## src/rtl/fir_pkg.sv

```systemverilog
// rtl/fir_pkg.sv - shared types, widths and defaults for the FIR load controller
// Purpose: the state encoding, word/output widths, default sequence lengths and
// sizing helpers that are common to fir_load_ctrl and fir_word_counter.
// Ports: none (package).
package fir_pkg;

  localparam int WORD_W         = 16;
  localparam int Y_W            = 32;
  localparam int OUT_CNT_W      = 8;
  localparam int NCOEF_DEF      = 64;
  localparam int NDATA_DEF      = 128;
  localparam int RUN_CYCLES_DEF = 64;

  typedef enum logic [2:0] {
    ST_IDLE   = 3'd0,
    ST_LOAD_C = 3'd1,
    ST_LOAD_X = 3'd2,
    ST_RUN    = 3'd3,
    ST_DONE   = 3'd4
  } state_e;

  function automatic int max3(input int a, input int b, input int c);
    int m;
    m = (a > b) ? a : b;
    return (m > c) ? m : c;
  endfunction

  // Bits needed to hold 0..n; never less than one bit.
  function automatic int cnt_width(input int n);
    return (n < 1) ? 1 : $clog2(n + 1);
  endfunction

endpackage

```

## src/rtl/fir_word_counter.sv

```systemverilog
// rtl/fir_word_counter.sv - loadable up-counter with terminal-count flag
// Purpose: shared word/cycle counter for the coefficient, sample and run phases.
// Ports:
//   clk_i      clock, rising edge
//   rst_i      synchronous active-high reset (count -> 0)
//   load_i     load load_val_i (takes priority over en_i)
//   load_val_i value to load
//   en_i       increment by one
//   term_i     terminal value compared against the current count
//   count_o    current count
//   tc_o       high while count_o equals term_i
module fir_word_counter
  import fir_pkg::*;
#(
  parameter int W = 8
) (
  input  logic         clk_i,
  input  logic         rst_i,
  input  logic         load_i,
  input  logic [W-1:0] load_val_i,
  input  logic         en_i,
  input  logic [W-1:0] term_i,
  output logic [W-1:0] count_o,
  output logic         tc_o
);

  logic [W-1:0] count_q;
  logic [W-1:0] count_d;

  always_comb begin
    count_d = count_q;
    if (load_i) begin
      count_d = load_val_i;
    end else if (en_i) begin
      count_d = count_q + W'(1);
    end
  end

  always_ff @(posedge clk_i) begin
    if (rst_i) begin
      count_q <= '0;
    end else begin
      count_q <= count_d;
    end
  end

  assign count_o = count_q;
  assign tc_o    = (count_q == term_i);

endmodule

```

## src/rtl/fir_load_ctrl.sv

```systemverilog
// rtl/fir_load_ctrl.sv - sequences coefficient load, sample load and run of a FIR filter
// Purpose: accepts a host word stream, presents NCOEF coefficients then NDATA
// samples to the filter, enables processing for RUN_CYCLES cycles and counts
// filter output strobes.
// Ports:
//   clk_10khz  clock, rising edge          rst       sync active-high reset
//   start      one-cycle sequence request  s_data    host word
//   s_valid    host word valid             s_ready   host word accepted
//   cload/cin  coefficient strobe/word     xload     sample phase indicator
//   xin/wr_en  sample word/strobe          rd_en     filter processing enable
//   y/valid    filter output/qualifier     busy      not idle
//   done       end-of-sequence pulse       out_count valid strobes seen in run
module fir_load_ctrl
  import fir_pkg::*;
#(
  parameter int NCOEF      = NCOEF_DEF,
  parameter int NDATA      = NDATA_DEF,
  parameter int RUN_CYCLES = RUN_CYCLES_DEF
) (
  input  logic                 clk_10khz,
  input  logic                 rst,
  input  logic                 start,
  input  logic [WORD_W-1:0]    s_data,
  input  logic                 s_valid,
  output logic                 s_ready,
  output logic                 cload,
  output logic [WORD_W-1:0]    cin,
  output logic                 xload,
  output logic [WORD_W-1:0]    xin,
  output logic                 wr_en,
  output logic                 rd_en,
  input  logic [Y_W-1:0]       y,
  input  logic                 valid,
  output logic                 busy,
  output logic                 done,
  output logic [OUT_CNT_W-1:0] out_count
);

  localparam int CW = cnt_width(max3(NCOEF, NDATA, RUN_CYCLES));
  localparam logic [CW-1:0] NCOEF_LAST = CW'(NCOEF - 1);
  localparam logic [CW-1:0] NDATA_LAST = CW'(NDATA - 1);
  localparam logic [CW-1:0] RUN_LAST   = CW'(RUN_CYCLES - 1);
  localparam logic [OUT_CNT_W-1:0] OUT_MAX = '1;

  state_e state_q, state_d;

  logic                 cload_q, cload_d;
  logic [WORD_W-1:0]    cin_q, cin_d;
  logic                 xload_q, xload_d;
  logic [WORD_W-1:0]    xin_q, xin_d;
  logic                 wr_en_q, wr_en_d;
  logic                 rd_en_q, rd_en_d;
  logic                 done_q, done_d;
  logic [OUT_CNT_W-1:0] out_count_q, out_count_d;

  logic          hs;
  logic          cnt_load;
  logic          cnt_en;
  logic [CW-1:0] cnt_term;
  logic          cnt_tc;
  logic [CW-1:0] unused_word_cnt;
  logic          unused_y;

  // y is only observed by the host, never by this block.
  assign unused_y = ^y;

  assign s_ready = (state_q == ST_LOAD_C) || (state_q == ST_LOAD_X);
  assign hs      = s_valid && s_ready;

  fir_word_counter #(
    .W (CW)
  ) u_word_counter (
    .clk_i      (clk_10khz),
    .rst_i      (rst),
    .load_i     (cnt_load),
    .load_val_i ('0),
    .en_i       (cnt_en),
    .term_i     (cnt_term),
    .count_o    (unused_word_cnt),
    .tc_o       (cnt_tc)
  );

  // Next state and counter control. The counter is reloaded with 0 on every
  // phase change so each phase counts from zero against its own terminal value.
  always_comb begin
    state_d  = state_q;
    cnt_load = 1'b0;
    cnt_en   = 1'b0;
    cnt_term = NCOEF_LAST;
    unique case (state_q)
      ST_IDLE: begin
        if (start) begin
          state_d  = ST_LOAD_C;
          cnt_load = 1'b1;
        end
      end
      ST_LOAD_C: begin
        cnt_term = NCOEF_LAST;
        if (hs) begin
          if (cnt_tc) begin
            state_d  = ST_LOAD_X;
            cnt_load = 1'b1;
          end else begin
            cnt_en = 1'b1;
          end
        end
      end
      ST_LOAD_X: begin
        cnt_term = NDATA_LAST;
        if (hs) begin
          if (cnt_tc) begin
            state_d  = ST_RUN;
            cnt_load = 1'b1;
          end else begin
            cnt_en = 1'b1;
          end
        end
      end
      ST_RUN: begin
        cnt_term = RUN_LAST;
        if (cnt_tc) begin
          state_d  = ST_DONE;
          cnt_load = 1'b1;
        end else begin
          cnt_en = 1'b1;
        end
      end
      ST_DONE: begin
        state_d = ST_IDLE;
      end
      default: begin
        state_d = ST_IDLE;
      end
    endcase
  end

  // Registered filter-side outputs.
  always_comb begin
    cload_d     = 1'b0;
    cin_d       = cin_q;
    wr_en_d     = 1'b0;
    xin_d       = xin_q;
    // High on entry into LOAD_X and for the cycle after the final sample.
    xload_d     = (state_q == ST_LOAD_X) || (state_d == ST_LOAD_X);
    // Registered from RUN: high from the second RUN cycle through the DONE
    // cycle, which is exactly RUN_CYCLES cycles.
    rd_en_d     = (state_q == ST_RUN);
    done_d      = (state_d == ST_DONE);
    out_count_d = out_count_q;

    if ((state_q == ST_LOAD_C) && hs) begin
      cload_d = 1'b1;
      cin_d   = s_data;
    end
    if ((state_q == ST_LOAD_X) && hs) begin
      wr_en_d = 1'b1;
      xin_d   = s_data;
    end

    if ((state_q == ST_IDLE) && start) begin
      out_count_d = '0;
    end else if (valid && rd_en_q && (out_count_q != OUT_MAX)) begin
      out_count_d = out_count_q + OUT_CNT_W'(1);
    end
  end

  always_ff @(posedge clk_10khz) begin
    if (rst) begin
      state_q     <= ST_IDLE;
      cload_q     <= 1'b0;
      cin_q       <= '0;
      xload_q     <= 1'b0;
      xin_q       <= '0;
      wr_en_q     <= 1'b0;
      rd_en_q     <= 1'b0;
      done_q      <= 1'b0;
      out_count_q <= '0;
    end else begin
      state_q     <= state_d;
      cload_q     <= cload_d;
      cin_q       <= cin_d;
      xload_q     <= xload_d;
      xin_q       <= xin_d;
      wr_en_q     <= wr_en_d;
      rd_en_q     <= rd_en_d;
      done_q      <= done_d;
      out_count_q <= out_count_d;
    end
  end

  assign cload     = cload_q;
  assign cin       = cin_q;
  assign xload     = xload_q;
  assign xin       = xin_q;
  assign wr_en     = wr_en_q;
  assign rd_en     = rd_en_q;
  assign done      = done_q;
  assign out_count = out_count_q;
  assign busy      = (state_q != ST_IDLE);

endmodule

```

## config.mk

```make
export PLATFORM = sky130hd
export DESIGN_NAME = fir_load_ctrl
export DESIGN_NICKNAME = d
export VERILOG_FILES = /design/src/rtl/fir_pkg.sv /design/src/rtl/fir_word_counter.sv /design/src/rtl/fir_load_ctrl.sv
export SDC_FILE = /design/constraint.sdc
export NUM_CORES = 1
export LEC_CHECK = 0
export ABC_AREA = 0
export BUFFER_PORTS_ARGS = -buffer_cell sky130_fd_sc_hd__buf_2
export CORE_ASPECT_RATIO = 1.5
export CORE_UTILIZATION = 46
export DETAILED_ROUTE_END_ITERATION = 6
export PLACE_DENSITY = 0.75
export SYNTH_ARGS = -nofsm -noshare
export SYNTH_HDL_FRONTEND = slang
export SYNTH_SLANG_ARGS = --single-unit
```

## constraint.sdc

```tcl
create_clock -name clk_10khz -period 2.2 [get_ports clk_10khz]
set_input_delay 0.11 -clock clk_10khz [delete_from_list [all_inputs] [get_ports clk_10khz]]
set_output_delay 0.11 -clock clk_10khz [all_outputs]
set_load 0.01 [all_outputs]
```

==> impl_metrics.env <==
export IMPL_status="finished clean"
export IMPL_postRouteAntennaNets=0
export IMPL_drtPass1Iterations=4
export IMPL_vias=1991
export IMPL_post_place_cells=387
export IMPL_syn_inst=265
export IMPL_slew_headroom_pct=52.97
export IMPL_worstMarginPinSlew_ps=703.3
export IMPL_seqCellArea_sq_um=1121
export IMPL_crit_required_ps=2430
export IMPL_drt_iter0_markers=61
export IMPL_leakagePower_uw=0.001177
export IMPL_setup_viol=0
export IMPL_grt_total_usage_pct=19.29
export IMPL_synth_seq_cells=56
export IMPL_cts_setup_buffers=0
export IMPL_fin_crit_sh_pct=81.77
export IMPL_synth_nets=320
export IMPL_wire_per_inst_um=11.82
export IMPL_io_buffers=67
export IMPL_clk_pin_slew_ps=90
export IMPL_gp_congestion=0.7924
export IMPL_crit_fanout=12
export IMPL_core_sq_um=4579
export IMPL_ys_top_cells_by_area="dfxtp_1 51%, nand2_1 13%, a21oi_1 8.8%, nor2_1 3.6%, xor2_1 2.4%"
export IMPL_fillers=461
export IMPL_die_h_um=87.08
export IMPL_root_buffer="clkbuf_8"
export IMPL_ys_types=37
export IMPL_rsz0062_at_grt="no"
export IMPL_hold_buffers=0
export IMPL_rr_startpoint="state_q[0]$_SDFF_PP0_"
export IMPL_fin_tns_setup_ps=0
export IMPL_vdd_ir_drop_worst_uv=349.4
export IMPL_numCtsBuffers=5
export IMPL_grt_pass1_wl_mm=7.583
export IMPL_layout_min_cycle_time_ps=1799
export IMPL_post_route_util_pct=59.02
export IMPL_postLayoutSetupSlackWorst_ps=401.0
export IMPL_place_detailed_hpwl_mm=3.296
export IMPL_cts_sinks=56
export IMPL_setup_worst_path_start="state_q[0]$_SDFF_PP0_"
export IMPL_yosys_warnings=0
export IMPL_cts_tree="yes"
export IMPL_multi_input_area_sq_um=1027
export IMPL_cp_start_kind="register"
export IMPL_async_reset_ff_share_pct=0
export IMPL_final_cells=395
export IMPL_n_antenna_cell=0
export IMPL_hold_viol_final=0
export IMPL_start_util_pct=48.47
export IMPL_hold_path_class="input pin to register"
export IMPL_cp_data_arrival_time_ps=2030
export IMPL_cap_violations=0
export IMPL_ios=100
export IMPL_yosys_area_top_type_share_pct=50.51
export IMPL_routed_wl_mm=4.667
export IMPL_grt_pass1_vias=1759
export IMPL_fmax_mhz=555.9
export IMPL_grt_start_max_net_pins=37
export IMPL_synthToLayoutAreaGrowth_pct=21.76
export IMPL_synth_flop_cell="dfxtp_1"
export IMPL_synth_cell_area_sq_um=2220
export IMPL_viasPerCell=5.041
export IMPL_cts_max_path_buffers=2
export IMPL_final_layout_size_suffix_gt1_share_pct=26.28
export IMPL_cts_htree_levels=2
export IMPL_synth_edf_count=0
export IMPL_die_area_sq_um=5113
export IMPL_post_cts_resize_count=0
export IMPL_insertion_delay_ps=300
export IMPL_skew_ps=6.433
export IMPL_slew_viol_final=0
export IMPL_pre_cts_ws_ps=428.5
export IMPL_hp_start="s_data[12]"
export IMPL_synth_top_cell_by_area="dfxtp_1"
export IMPL_yosysSeqAreaShare_pct=50.51
export IMPL_antenna_found_initial=0
export IMPL_cp_end_kind="register"
export IMPL_num_rows=30
export IMPL_die_w_um=58.72
export IMPL_num_nets_final=385
export IMPL_p_per_area_nw_per_um2=632.1
export IMPL_syn_area_per_cell_sq_um=8.376
export IMPL_drc=0
export IMPL_grt_ovfl_total=0
export IMPL_crit_type="register to register"
export IMPL_total_power_uw=1708
-- cell usage after synthesis (2+ instances only) --
master and n:
or3_1 2, nand3_1 5, nor2_1 21, a311oi_1 2, nand4_1 5, nor2b_1 4, a21oi_1 39, nand2_1 74
dfxtp_1 56, and3_1 5, ha_1 2, a31o_2 3, mux2i_1 2, o21ai_0 2, inv_1 2, xor2_1 6
buf_2 3, xnor2_1 3, clkbuf_1 10, a41o_1 2
-- final timing paths --
path,slack [ps],endpoint,depth (start not counted)
setup / recovery,400,u_word_counter.count_o[0]$_SDFFE_PP0P_,5
hold / removal,50,cin[12]$_SDFFE_PP0P_,3
setup reg to reg,400,u_word_counter.count_o[0]$_SDFFE_PP0P_,5
hold reg to reg,450,cin[6]$_SDFFE_PP0P_,2
-- state kept, by name (all words and copies together), names as in the netlist --
register and cells:
cin 16, cload 1, done 1, out_count 8, rd_en 1, state_q 3, u_word_counter.count_o 8, wr_en 1
xin 16, xload 1
-- cell type report --
class                           count  area share [%]
Timing Repair Buffer               72           13.80
Clock inverter                      1          0.2778
Sequential cell                    56           41.48
Inverter                            2          0.2778
Multi-Input combinational cell    193           38.01
Clock buffer                        7           3.194
Tap cell                           64           2.963
-- layout by cell type, fill, tap and decap left out, types with 2 or more instances in the layout --
cell type and instances:
a21oi_1 39, dfxtp_1 56, a41o_1 2, inv_1 2, nor2b_1 4, nand4_1 5, a31o_2 3, nand3_1 5
nand2_1 74, and3_1 5, a311oi_1 2, xnor2_1 3, nor2_1 21, o21ai_0 2, buf_2 67, ha_1 2
mux2i_1 2, clkbuf_8 6, xor2_1 6, or3_1 2, buf_4 5
-- through the flow --
step	hold slack [ps]	area (sq um)
after global placement	364.2	2609
after floorplan	246.0	2220
after CTS	37.45	2703
after global routing	37.11	2703
after detailed placement	368.3	2609
final	45.32	2703
-- logic make-up (layout without fill, tap and decap cells) --
| group | count (synthesis) | in the layout | share of synthesized area [%] |
|---|---|---|---|
| flops | 56 | 56 | 50.51 |
| mux | 3 | 3 | 1.578 |
| buf+inv | 16 | 82 | 3.213 |
| simple gates | 125 | 125 | 25.20 |
| xor+xnor | 9 | 9 | 3.551 |
| compound gates | 53 | 53 | 14.38 |
| fa+ha+maj | 3 | 3 | 1.578 |
-- power by group --
group / total (uW) / switching (uW) / internal [uW]
registers: 1040 / 10.9 / 1030
logic: 108 / 65.7 / 42.4
clock network: 562 / 306 / 256
-- worst max-delay path, stage by stage, from the launching register on --
cell,delay [ps]
dfxtp_1,440
nor3b_4,250
mux2_4,370
and2_4,190
or3_1,360
a21oi_2,120
-- layer usage --
metal  part of all wire (%)  routed length, um  GRT usage [%]  vias up
met3                    4.1                191          2.972        8
met4                    1.8                 82          9.307        0
met5                      0                  0              0        -
li1                       -                  -              -     1017
met2                     51               2392          34.48       52
met1                     43               2001          21.92      914
Note: power is estimated with default switching activity, not from simulation.
